**src/rtl/fetch_pkg.sv**
```systemverilog
// Shared definitions for the fetch sequencer: state encoding, address width,
// default counter width and the redirect-target selection helper.
package fetch_pkg;

   localparam int ADDR_W    = 16;
   localparam int CNT_W_DEF = 16;

   typedef logic [ADDR_W-1:0] addr_t;

   typedef enum logic [1:0] {
      ST_BOOT   = 2'd0,
      ST_FETCH  = 2'd1,
      ST_PAUSE  = 2'd2,
      ST_HALTED = 2'd3
   } state_e;

   // A redirect presented this cycle always beats one remembered from a stall.
   function automatic addr_t select_target(
      input logic  live_vld,
      input addr_t live_pc,
      input addr_t pend_pc
   );
      addr_t target;
      if (live_vld) begin
         target = live_pc;
      end else begin
         target = pend_pc;
      end
      return target;
   endfunction

endpackage

```
**src/rtl/sat_counter.sv**
```systemverilog
// Saturating up-counter: counts while inc is high and sticks at all-ones.
module sat_counter #(
   parameter int W = 16
) (
   input  logic         clk,
   input  logic         rst,
   input  logic         inc,
   output logic [W-1:0] count
);

   localparam logic [W-1:0] CNT_MAX = {W{1'b1}};
   localparam logic [W-1:0] CNT_ONE = {{(W-1){1'b0}}, 1'b1};

   logic [W-1:0] count_q;
   logic [W-1:0] count_d;

   // Next count: advance only when requested and not yet saturated.
   always_comb begin
      count_d = count_q;
      if (inc && (count_q != CNT_MAX)) begin
         count_d = count_q + CNT_ONE;
      end else begin
         count_d = count_q;
      end
   end

   // Count register with synchronous clear.
   always_ff @(posedge clk) begin
      if (rst) begin
         count_q <= {W{1'b0}};
      end else begin
         count_q <= count_d;
      end
   end

   assign count = count_q;

endmodule

```
**src/rtl/fetch_sequencer.sv**
```systemverilog
// Fetch sequencer: decides each cycle whether the PC holds, increments or
// loads a redirect target, tolerating a variable-latency instruction memory,
// redirects arriving during stalls or pauses, HLT and a debug run-enable.
module fetch_sequencer
   import fetch_pkg::*;
#(
   parameter int CNT_W     = CNT_W_DEF,
   parameter int BOOT_WAIT = 2
) (
   input  logic              clk,
   input  logic              rst,
   input  logic              run_en,
   input  logic              imem_rdy,
   input  logic              hlt_instr,
   input  logic              redirect_vld,
   input  logic [ADDR_W-1:0] redirect_pc,
   output logic              imem_req,
   output logic              instr_valid,
   output logic [ADDR_W-1:0] alt_pc,
   output logic              alt_pc_ctrl,
   output logic              hlt,
   output logic              halted,
   output logic [CNT_W-1:0]  cycle_cnt,
   output logic [CNT_W-1:0]  instr_cnt
);

   // Last boot-counter value before the first fetch (BOOT_WAIT is 1..15).
   localparam logic [3:0] BOOT_LAST = 4'(BOOT_WAIT - 1);

   state_e      state_q;
   state_e      state_d;
   logic [3:0]  boot_cnt_q;
   logic [3:0]  boot_cnt_d;
   logic        pend_vld_q;
   logic        pend_vld_d;
   addr_t       pend_pc_q;
   addr_t       pend_pc_d;
   logic        halted_q;
   logic        halted_d;

   logic        retire_s;
   logic        cycle_inc_s;

   // An instruction retires whenever memory answers an outstanding fetch.
   assign retire_s    = (state_q == ST_FETCH) && imem_rdy;
   assign cycle_inc_s = (state_q != ST_HALTED);

   // State register, boot counter, pending redirect and halted flag.
   always_ff @(posedge clk) begin
      if (rst) begin
         state_q    <= ST_BOOT;
         boot_cnt_q <= 4'd0;
         pend_vld_q <= 1'b0;
         pend_pc_q  <= {ADDR_W{1'b0}};
         halted_q   <= 1'b0;
      end else begin
         state_q    <= state_d;
         boot_cnt_q <= boot_cnt_d;
         pend_vld_q <= pend_vld_d;
         pend_pc_q  <= pend_pc_d;
         halted_q   <= halted_d;
      end
   end

   // Next-state logic; an outstanding fetch always completes before pausing.
   always_comb begin
      state_d    = state_q;
      boot_cnt_d = boot_cnt_q;
      case (state_q)
         ST_BOOT: begin
            if (boot_cnt_q == BOOT_LAST) begin
               boot_cnt_d = 4'd0;
               if (run_en) begin
                  state_d = ST_FETCH;
               end else begin
                  state_d = ST_PAUSE;
               end
            end else begin
               boot_cnt_d = boot_cnt_q + 4'd1;
               state_d    = ST_BOOT;
            end
         end
         ST_FETCH: begin
            if (!imem_rdy) begin
               state_d = ST_FETCH;
            end else if (hlt_instr) begin
               state_d = ST_HALTED;
            end else if (!run_en) begin
               state_d = ST_PAUSE;
            end else begin
               state_d = ST_FETCH;
            end
         end
         ST_PAUSE: begin
            if (run_en) begin
               state_d = ST_FETCH;
            end else begin
               state_d = ST_PAUSE;
            end
         end
         ST_HALTED: begin
            state_d = ST_HALTED;
         end
         default: begin
            state_d    = ST_BOOT;
            boot_cnt_d = 4'd0;
         end
      endcase
   end

   // The halted flag is registered and mirrors entry into HALTED.
   always_comb begin
      if (state_d == ST_HALTED) begin
         halted_d = 1'b1;
      end else begin
         halted_d = 1'b0;
      end
   end

   // Pending redirect: captured while the PC cannot move, consumed on retire.
   always_comb begin
      pend_vld_d = pend_vld_q;
      pend_pc_d  = pend_pc_q;
      case (state_q)
         ST_FETCH: begin
            if (imem_rdy) begin
               // Consumed by a normal retire, discarded by HLT.
               pend_vld_d = 1'b0;
               pend_pc_d  = {ADDR_W{1'b0}};
            end else if (redirect_vld) begin
               pend_vld_d = 1'b1;
               pend_pc_d  = redirect_pc;
            end else begin
               pend_vld_d = pend_vld_q;
               pend_pc_d  = pend_pc_q;
            end
         end
         ST_PAUSE: begin
            if (redirect_vld) begin
               pend_vld_d = 1'b1;
               pend_pc_d  = redirect_pc;
            end else begin
               pend_vld_d = pend_vld_q;
               pend_pc_d  = pend_pc_q;
            end
         end
         ST_BOOT, ST_HALTED: begin
            pend_vld_d = pend_vld_q;
            pend_pc_d  = pend_pc_q;
         end
         default: begin
            pend_vld_d = 1'b0;
            pend_pc_d  = {ADDR_W{1'b0}};
         end
      endcase
   end

   // Combinational PC controls consumed by the PC register the same cycle.
   always_comb begin
      imem_req    = 1'b0;
      instr_valid = 1'b0;
      hlt         = 1'b1;
      alt_pc_ctrl = 1'b0;
      alt_pc      = {ADDR_W{1'b0}};
      case (state_q)
         ST_FETCH: begin
            imem_req    = 1'b1;
            instr_valid = retire_s;
            hlt         = ~retire_s | hlt_instr;
            if (retire_s && !hlt_instr && (redirect_vld || pend_vld_q)) begin
               alt_pc_ctrl = 1'b1;
               alt_pc      = select_target(redirect_vld, redirect_pc, pend_pc_q);
            end else begin
               alt_pc_ctrl = 1'b0;
               alt_pc      = {ADDR_W{1'b0}};
            end
         end
         ST_BOOT, ST_PAUSE, ST_HALTED: begin
            imem_req    = 1'b0;
            instr_valid = 1'b0;
            hlt         = 1'b1;
         end
         default: begin
            imem_req    = 1'b0;
            instr_valid = 1'b0;
            hlt         = 1'b1;
         end
      endcase
   end

   assign halted = halted_q;

   sat_counter #(.W(CNT_W)) u_cycle_cnt (
      .clk   (clk),
      .rst   (rst),
      .inc   (cycle_inc_s),
      .count (cycle_cnt)
   );

   sat_counter #(.W(CNT_W)) u_instr_cnt (
      .clk   (clk),
      .rst   (rst),
      .inc   (retire_s),
      .count (instr_cnt)
   );

endmodule

```
**config.mk**
```make
export PLATFORM = sky130hd
export DESIGN_NAME = fetch_sequencer
export DESIGN_NICKNAME = d
export VERILOG_FILES = /design/src/rtl/fetch_pkg.sv /design/src/rtl/sat_counter.sv /design/src/rtl/fetch_sequencer.sv
export SDC_FILE = /design/constraint.sdc
export NUM_CORES = 1
export LEC_CHECK = 0
export ABC_AREA = 1
export CAP_MARGIN = 20
export CORE_MARGIN = 5
export CORE_UTILIZATION = 35
export CTS_CLUSTER_DIAMETER = 200
export DETAILED_ROUTE_END_ITERATION = 16
export PLACE_DENSITY_LB_ADDON = 0.08
export SLEW_MARGIN = 40
export SYNTH_ARGS = -nofsm -noshare
export SYNTH_HDL_FRONTEND = slang
export SYNTH_SLANG_ARGS = --single-unit
```
**constraint.sdc**
```tcl
create_clock -name clk -period 2 [get_ports clk]
set_input_delay 0.6 -clock clk [delete_from_list [all_inputs] [get_ports clk]]
set_output_delay 0.6 -clock clk [all_outputs]
set_load 0.01 [all_outputs]
```
==> results.cfg <==
[logic_synthesis]
ys_ff_latch = 56
syn_nets = 509
syn_avg_cell_area_um2 = 6.69
ys_seq_area_frac = 0.350
yosys_warnings = 0
synthCells = 479
synth_area_um2 = 3200
ys_types = 30

[timing]
finalSetupViolCount = 18
finalHoldViolCount = 0
max_freq_ghz = 0.461
tns_ns = -2.37
drv_slew = 0
timing.final.crit_share = 1.08
worstMarginPinSlew_ns = 0.311
clock-skew-final_ns = 0.00532
slew-limit-headroom = 0.787
postLayoutSetupSlackWorst_ns = -0.169
min_period_ns = 2.17
rsz0062_at_grt = true

[die]
start_util = 0.353
row_count = 35
fp.dieH_um = 106
core_um2 = 9060
io_pins = 75
die_x_um = 106
dieArea_um2 = 11200

[grt]
grt_max_degree = 22
antenna_found_initial = 0
grt_pass1_wl_um = 14300
grtUsageTotal = 0.152
grt_overflow = 0
grt_pass1_vias = 3122

[run]
cap_violations = 0

[power]
leakagePower_nw = 1.82
fin_total_pwr_mw = 2.35
ir_drop_uv = 285
power.density_nw_per_um2 = 519

[finish]
final_util = 0.500
final_common_cell = nor2_1
layout.filler_cells = 916
antenna_cells = 0
finalNetCount = 608
drive_gt1_frac = 0.204
final_cell_mix = 102 x nor2_1, 92 x nand2_1, 51 x clkdlybuf4s50_1
stdcell_area_um2 = 4530
area_delta_synth_final_pct = 41.4

[setup_path]
reg2reg_depth = 10
required_ns = 1.40
worstPathArrival_ns = 1.57
timing.rr.start = u_cycle_cnt.count[0]
path_buf_inv = 4
cpMaxStageDelayCell = dlygate4sd2_1
cp_max_fo = 5
r2r_slack_ns = 0.35
start_kind = input pin
end_kind = output pin
cp_top_family = buffers and inverters
crit_chain = dlygate4sd2_1 -> nand2_4 -> nor3_4 -> inv_2 -> buf_12 -> nor2_1 -> buf_2
max_stage_delay_ns = 0.27
regToRegEndpoint = u_cycle_cnt.count[0]
worstSetupPathType = in2out

[cts]
cts.sinks = 56
cts_buffers = 5
clkLatencyLatePin_ns = 0.31
htree_levels = 2
cts_root_buf = clkbuf_8
clk_pin_slew_worst_paths_ns = 0.10
cts_tree = built
clk_path_buf_depth = 2

[detailed_routing]
drt-total-wl_um = 8340
drt-pass1-iter-count = 6
wl_per_cell_um = 12.1
drcViolationCount = 0
vias = 3241
via_per_inst = 4.70
ant_nets = 0
drt_iter0_drc = 107

[worst_hold_path]
hold_start = boot_cnt_q[3]
hold_end = boot_cnt_q[3]
hold_path.class = reg2reg
hold_path_depth = 2

[placed_design]
gp_congestion = 0.827
place_hpwl_um = 6160
placed_area_um2 = 4340
pre_cts_ws_ns = -0.906
portBuffers = 74

[run_status]
status = finished, violations left
violations = setup timing
-- power by group --
group	leakage, nW	total [mW]	switching (mW)	internal [mW]
clock network	0.0410	0.617	0.376	0.240
registers	0.457	1.19	0.0341	1.16
logic	1.32	0.542	0.288	0.255
total	1.82	2.35	0.698	1.65
-- per-layer routing --
metal | GRT usage | share of wire | vias up
met2 | 0.240 | 0.45 | 86
met1 | 0.203 | 0.47 | 1424
met3 | 0.0453 | 0.070 | 6
li1 | - | - | 1725
met5 | 0 | 0 | -
met4 | 0.0361 | 0.0091 | 0
-- worst max-delay path by stage --
stage / start / to / slack [ns] / depth (start not counted)
2_1_floorplan: redirect_vld / alt_pc[10] / 0.03 / 6
3_3_place_gp: redirect_vld / alt_pc[2] / -0.86 / 7
3_5_place_dp: redirect_vld / alt_pc[4] / -0.91 / 7
4_1_cts: state_q[1] / alt_pc[4] / -0.17 / 8
5_1_grt: state_q[1] / alt_pc[3] / -0.25 / 8
6_report: imem_rdy / alt_pc[0] / -0.17 / 7
-- logic make-up (layout without fill, tap and decap cells) --
kind of cell / after synthesis / in the layout / share of synthesized area
multiplexers: 16 / 16 / 0.0500
flip-flops: 56 / 56 / 0.350
adder cells (fa/ha/maj): 8 / 8 / 0.0313
buffers and inverters: 62 / 161 / 0.0852
AND/OR/NAND/NOR: 280 / 280 / 0.381
AO/OA/AOI/OAI: 57 / 57 / 0.102
-- synthesized netlist by cell type, drive strengths merged --
cell | n | area (um^2)
a211oi | 1 | 7.51
a21oi | 30 | 150
and2 | 1 | 6.26
buf | 11 | 81.3
clkbuf | 4 | 15.0
clkinv | 1 | 3.75
dfxtp | 56 | 1120
ha | 8 | 100
inv | 46 | 173
mux2i | 16 | 160
nand2 | 99 | 389
nand3 | 39 | 218
nand3b | 2 | 15.0
nand4 | 7 | 50.1
nor2 | 123 | 492
nor3 | 8 | 45.0
nor4 | 1 | 6.26
o21a | 16 | 120
o21ai | 10 | 50.1
-- worst min-delay path: stages (launching register included) --
cell and delay (ns):
dfxtp_1 0.32, nor2_1 0.09, nor3_1 0.05
-- metrics by stage --
stage	hold WS, ns	instances
3_3_place_gp	0.481	681
5_1_grt	0.538	689
6_report	0.496	689
2_1_floorplan	0.468	479
3_5_place_dp	0.486	681
4_1_cts	0.502	688
-- registers in the layout, summed over array words and instances, names as in the netlist --
name and flops:
u_cycle_cnt.count 16, boot_cnt_q 4, pend_pc_q 16, state_q 2
halted 1, pend_vld_q 1, u_instr_cnt.count 16
-- what timing repair did --
item	in CTS	in global routing
gates cloned	0	1
gates resized for setup	116	15
setup buffers	0	1
endpoints found under the setup margin	20	27
pin swaps	1	1
hold buffers	0	0
-- layout make-up --
class	count	area [um^2]	area share
clock inverters	1	5.00	0.00110
repair buffers	107	1010	0.223
clock buffers	6	72.6	0.0160
flip-flops and latches	56	1130	0.250
inverters	47	176	0.0389
well taps	111	139	0.0307
multi-input cells	361	2000	0.440
No activity file was read; power rests on OpenSTA's default activity.
==> RTL change 1, RTL diff (config.mk and constraints unchanged) <==
Change the package constant `CNT_W_DEF` from 16 to 18.
--- a/src/rtl/fetch_pkg.sv
+++ b/src/rtl/fetch_pkg.sv
@@ -3,7 +3,7 @@
 package fetch_pkg;
 
    localparam int ADDR_W    = 16;
-   localparam int CNT_W_DEF = 16;
+   localparam int CNT_W_DEF = 18;
 
    typedef logic [ADDR_W-1:0] addr_t;
 
Interface: changed (resized cycle_cnt and instr_cnt); port bits go from 75 to 79. The function was not compared with the original's and may differ.
==> RTL change 1 against the unedited design <==
The run still ends with negative setup slack left; sequential cell count is 4 higher; via count is 8.9% higher; final area is 13% higher; register-to-register slack worse by 0.10 ns; worst setup slack worse by 0.042 ns; routed wire length is 12% higher; area after synthesis is 7.1% higher; critical endpoint is now alt_pc[5]; highest routed layer unchanged.
Power is not compared: it rests on default switching activity, and its combinational part moved more than twofold at a synthesized area within 25%.
==> RTL change 1: results (changes against the unedited design) <==
logic_synthesis:
  synth.area.top_cells: "dfxtp_1, nand2_1, nor2_1"
  ys_types: 35  # +17%
  yosysSeqAreaShare_pct: 35.0  # about the same
  postSynthCellCount: 493  # +2.9%
  ys_top_cells_by_count: "nand2_1, nor2_1, dfxtp_1, inv_1, nand3_1"
layout:
  area_delta_synth_final_pct: 48.9
  drive_above_1_share_pct: 23.5  # +3.1 points
  nNetsFinal: 642  # +5.6%
detailed_routing:
  drt-met1-wl_um: 4130  # +5.4%
  dr.pass1.iters: 4  # -2
  viasPerCell: 4.71  # +0.16%
  vias: 3529  # +8.9%
worst_setup_path:
  worst-path-max-fanout: 8  # +3
  arrival_ns: 1.61  # +0.04 ns
  reg2reg_from: "u_instr_cnt.count[1]"
global_route:
  globalRouteMet2Util_pct: 29.7  # +5.6 points
  gr-usage-met1_pct: 18.6  # -1.7 points
  use_met3_pct: 3.67  # -0.86 points
  grt.total_usage_pct: 16.2  # +1.0 points
  grt_pass1_vias: 3365  # +7.8%
placement:
  place_hpwl_um: 6890  # +12%
  dp_cells: 732  # +7.5%
  dpl-instance-area_mm2: 0.00473  # +9.0%
clock_tree:
  insertion_delay_ns: 0.33  # +0.02 ns
  cts.clk_slew.worst_paths_ns: 0.06  # -0.04 ns
  numCtsBuffers: 9  # +4
  cts.htree.levels: 3  # +1
timing:
  tightest_slew_ns: 0.419  # +0.108 ns
  skew_ns: 0.00706  # +0.00174 ns
  setup_viol: 17  # -1
  worst_slack_ns: -0.211  # -0.0419 ns
  fin_tns_setup_ns: -3.35  # -0.985 ns
outcome:
  status: "finished with violations"
  violations: "negative setup slack"
-- RTL change 1: changes by cell type in the layout (fill, tap and decap cells not counted), sizes merged, moves of 5 or more --
| cell | before | now |
|---|---|---|
| a2bb2oi | 0 | 16 |
| buf | 52 | 60 |
| clkbuf | 7 | 12 |
| nand2 | 99 | 118 |
| nand3 | 39 | 33 |
| nor2 | 123 | 108 |
| o21a | 16 | 0 |
-- RTL change 1: power breakdown --
part	internal, W	total, W	switching (W)
Sequential	0.00129	0.00137	0.0000745
Clock	0.000438	0.000897	0.000459
Combinational	0.000559	0.00117	0.000608
-- RTL change 1: kinds of logic after synthesis --
kind of cell	after synthesis	share of synthesized area [%]
and+or+nand+nor	284	37.4
buffers and inverters	63	7.47
DFF	60	35.0
AOI/OAI and AO/OA	56	11.0
muxes	16	4.67
adders and majority gates	8	2.92
xor gates and xnor gates	6	1.53
-- RTL change 1: final timing paths --
check | end | slack [ns]
worst min register to register | boot_cnt_q[3] | 0.49
worst max register to register | u_instr_cnt.count[7] | 0.25
worst min-delay path | boot_cnt_q[3] | 0.49
worst max-delay path | alt_pc[5] | -0.21
-- RTL change 1: worst max-delay path, stage by stage --
cell and delay, ns:
dlygate4sd2_1 0.26, nand2_4 0.07, nor3_4 0.20, inv_2 0.11, buf_16 0.17, nor2_4 0.09, buf_6 0.10
-- RTL change 1: repair_timing --
item / CTS / global route
pin swaps: 9 / 4
gates cloned: 1 / 0
buffers inserted: 0 / 1
endpoints found under the setup margin: 20 / 24
gates resized for setup: 124 / 21
-- RTL change 1: final cells by class --
type / instances / area share (%)
Clock buffer: 12 / 2.64
Clock inverter: 3 / 0.294
Inverter: 52 / 3.87
Multi-Input combinational cell: 370 / 43.7
Sequential cell: 60 / 23.7
Tap cell: 133 / 3.26
Timing Repair Buffer: 119 / 22.5
==> RTL change 2, RTL diff (same flow settings) <==
Made on the original files. Re-encode `state_e` (4 states) as one-hot, 4 bits wide.
--- a/src/rtl/fetch_pkg.sv
+++ b/src/rtl/fetch_pkg.sv
@@ -7,11 +7,11 @@
 
    typedef logic [ADDR_W-1:0] addr_t;
 
-   typedef enum logic [1:0] {
-      ST_BOOT   = 2'd0,
-      ST_FETCH  = 2'd1,
-      ST_PAUSE  = 2'd2,
-      ST_HALTED = 2'd3
+   typedef enum logic [3:0] {
+      ST_BOOT   = 4'b0001,
+      ST_FETCH  = 4'b0010,
+      ST_PAUSE  = 4'b0100,
+      ST_HALTED = 4'b1000
    } state_e;
 
    // A redirect presented this cycle always beats one remembered from a stall.
Function: same outputs for any inputs over 10 cycles, from zero or initial values and one cycle with rst high; not proved beyond that.
==> RTL change 2 against the unedited design <==
The run still ends with negative setup slack left; routed wire length is 0.55% higher; area after synthesis is 1.2% higher; global-route usage is 0.067 points lower; worst setup slack worse by 0.12 ns; sequential cell count is 2 higher; die area is 1.1% higher; maximum frequency is 5.2% lower; final area is 4.2% higher; clock skew is 0.0059 ns higher; highest routed layer unchanged.
Power is not compared: it rests on default switching activity, and its combinational part moved more than twofold at a synthesized area within 25%.
==> RTL change 2: results (changes against the unedited design) <==
timing:
  fin_tns_setup_ns: -4.74  # -2.37 ns
  skew_ns: 0.0113  # +0.00594 ns
  hold-worst-slack_ns: 0.469  # -0.0275 ns
  worst_slew_margin_rel_pct: 74.6  # -4.1 points
  worst_slack_ns: -0.287  # -0.118 ns
  setup_viol: 17  # -1
worst_setup_path:
  arrival_ns: 1.69  # +0.12 ns
  reg2reg_from: "u_instr_cnt.count[1]"
  crit_family: "simple AND/OR/NAND/NOR gates"
  cp_slowest_cell: "dfxtp_2"
  r2r_end: "u_instr_cnt.count[13]"
  cpPeakStageDelay_ns: 0.33  # +0.06 ns
  worst-path-max-fanout: 5  # unchanged
  r2r_cells: 9  # -1
layout:
  drive_above_1_share_pct: 21.6  # +1.2 points
  nFillCells: 910  # -0.66%
  diodes: 0  # unchanged
  nNetsFinal: 605  # -0.49%
  ff_latch_area_mm2: 0.00117  # +3.5%
detailed_routing:
  viasPerCell: 4.65  # -1.1%
  drt_iter0_drc: 86  # -20%
  dr.pass1.iters: 4  # -2
  wl_um: 8380  # +0.55%
  wire_per_inst_um: 12.1  # -0.17%
logic_synthesis:
  synth.area.top_cells: "dfxtp_1, nand2_1, nor2_1"
  avgSynthCellArea_um2: 6.91  # +3.3%
  yosys.area_share.xor_xnor_pct: 4.05  # +4.1 points
  yosys.area_share.adder_pct: 1.54  # -1.6 points
  syn-num-nets: 495  # -2.8%
  synth_mux_area_share_pct: 4.94  # -0.058 points
  ys_top_cells_by_count: "nand2_1, nor2_1, dfxtp_1, a21oi_1, inv_1"
  yosysSeqAreaShare_pct: 35.8  # +0.83 points
  ys_types: 30  # unchanged
  ys_warn_count: 0  # unchanged
  synth_compound_area_share_pct: 10.2  # -0.041 points
clock_tree:
  cts-resized-gates: 113  # -2.6%
  clock-root-buffer: "clkbuf_8"
  cts_setup_buffers: 0  # unchanged
  cts_max_path_buffers: 2  # unchanged
  numCtsBuffers: 9  # +4
  insertion_delay_ns: 0.33  # +0.02 ns
  cts.clk_slew.worst_paths_ns: 0.06  # -0.04 ns
  cts.htree.levels: 3  # +1
placement:
  place.gp.congestion: 0.794  # -3.9%
  place_hpwl_um: 6010  # -2.4%
  dp_cells: 675  # -0.88%
  place_ws_ns: -1.05  # -0.140 ns
  dpl-instance-area_mm2: 0.00434  # +0.14%
power_and_ir_drop:
  power.leakage_nw: 1.84
  irDropWorstVdd_uv: 492
global_route:
  grt_pass1_vias: 2963  # -5.1%
  grt_pass1_wl_um: 13900  # -2.3%
  grt.total_usage_pct: 15.1  # -0.067 points
  grt_max_degree: 34  # +55%
outcome:
  violations: "negative setup slack"
  status: "finished with violations"
worst_hold_path:
  min_path_cells: 2  # unchanged
  min_from: "boot_cnt_q[3]"
  hold_class: "flip-flop to flip-flop"
[RTL change 2: worst max-delay path by stage]
stage	from	endpoint	slack, ns	cells past startpoint
finish	state_q[2]	alt_pc[0]	-0.29	8
detailed placement	imem_rdy	alt_pc[2]	-1.05	8
floorplan	imem_rdy	alt_pc[10]	-0.08	7
CTS	state_q[3]	alt_pc[4]	-0.35	8
global route	state_q[2]	alt_pc[2]	-0.37	8
global placement	imem_rdy	alt_pc[15]	-1.02	8
[RTL change 2: power groups by stage]
stage	Combinational (W)	Clock (W)	Sequential, W
3_5_place_dp	0.00108	0	0.00148
2_1_floorplan	0.000728	0	0.00146
6_report	0.00114	0.00112	0.00148
4_1_cts	0.00113	0.00116	0.00148
3_3_place_gp	0.00108	0	0.00148
5_1_grt	0.00131	0.00121	0.00151
[RTL change 2: layer usage]
metal | track usage [%] | vias up | routed length (um)
li1 | - | 1721 | -
met5 | 0 | - | 0
met4 | 4.90 | 0 | 94
met3 | 4.07 | 7 | 394
met1 | 20.2 | 1445 | 4120
met2 | 23.6 | 55 | 3770
[RTL change 2: worst reg2reg max path, stage by stage, from the launching register on]
cell and delay [ns]:
dfxtp_1 0.40, ha_1 0.29, inv_1 0.06, nor2_1 0.10
nand2_1 0.12, nor2_1 0.22, nor2_4 0.05, buf_12 0.15
a21oi_1 0.12, nor2_1 0.05
[RTL change 2: final cells by class]
| type | instances | share of cell area (%) |
|---|---|---|
| Inverter | 35 | 2.89 |
| Sequential cell | 58 | 24.8 |
| Clock inverter | 2 | 0.742 |
| Multi-Input combinational cell | 360 | 41.0 |
| Clock buffer | 13 | 3.58 |
| Timing Repair Buffer | 115 | 24.0 |
| Tap cell | 111 | 2.94 |
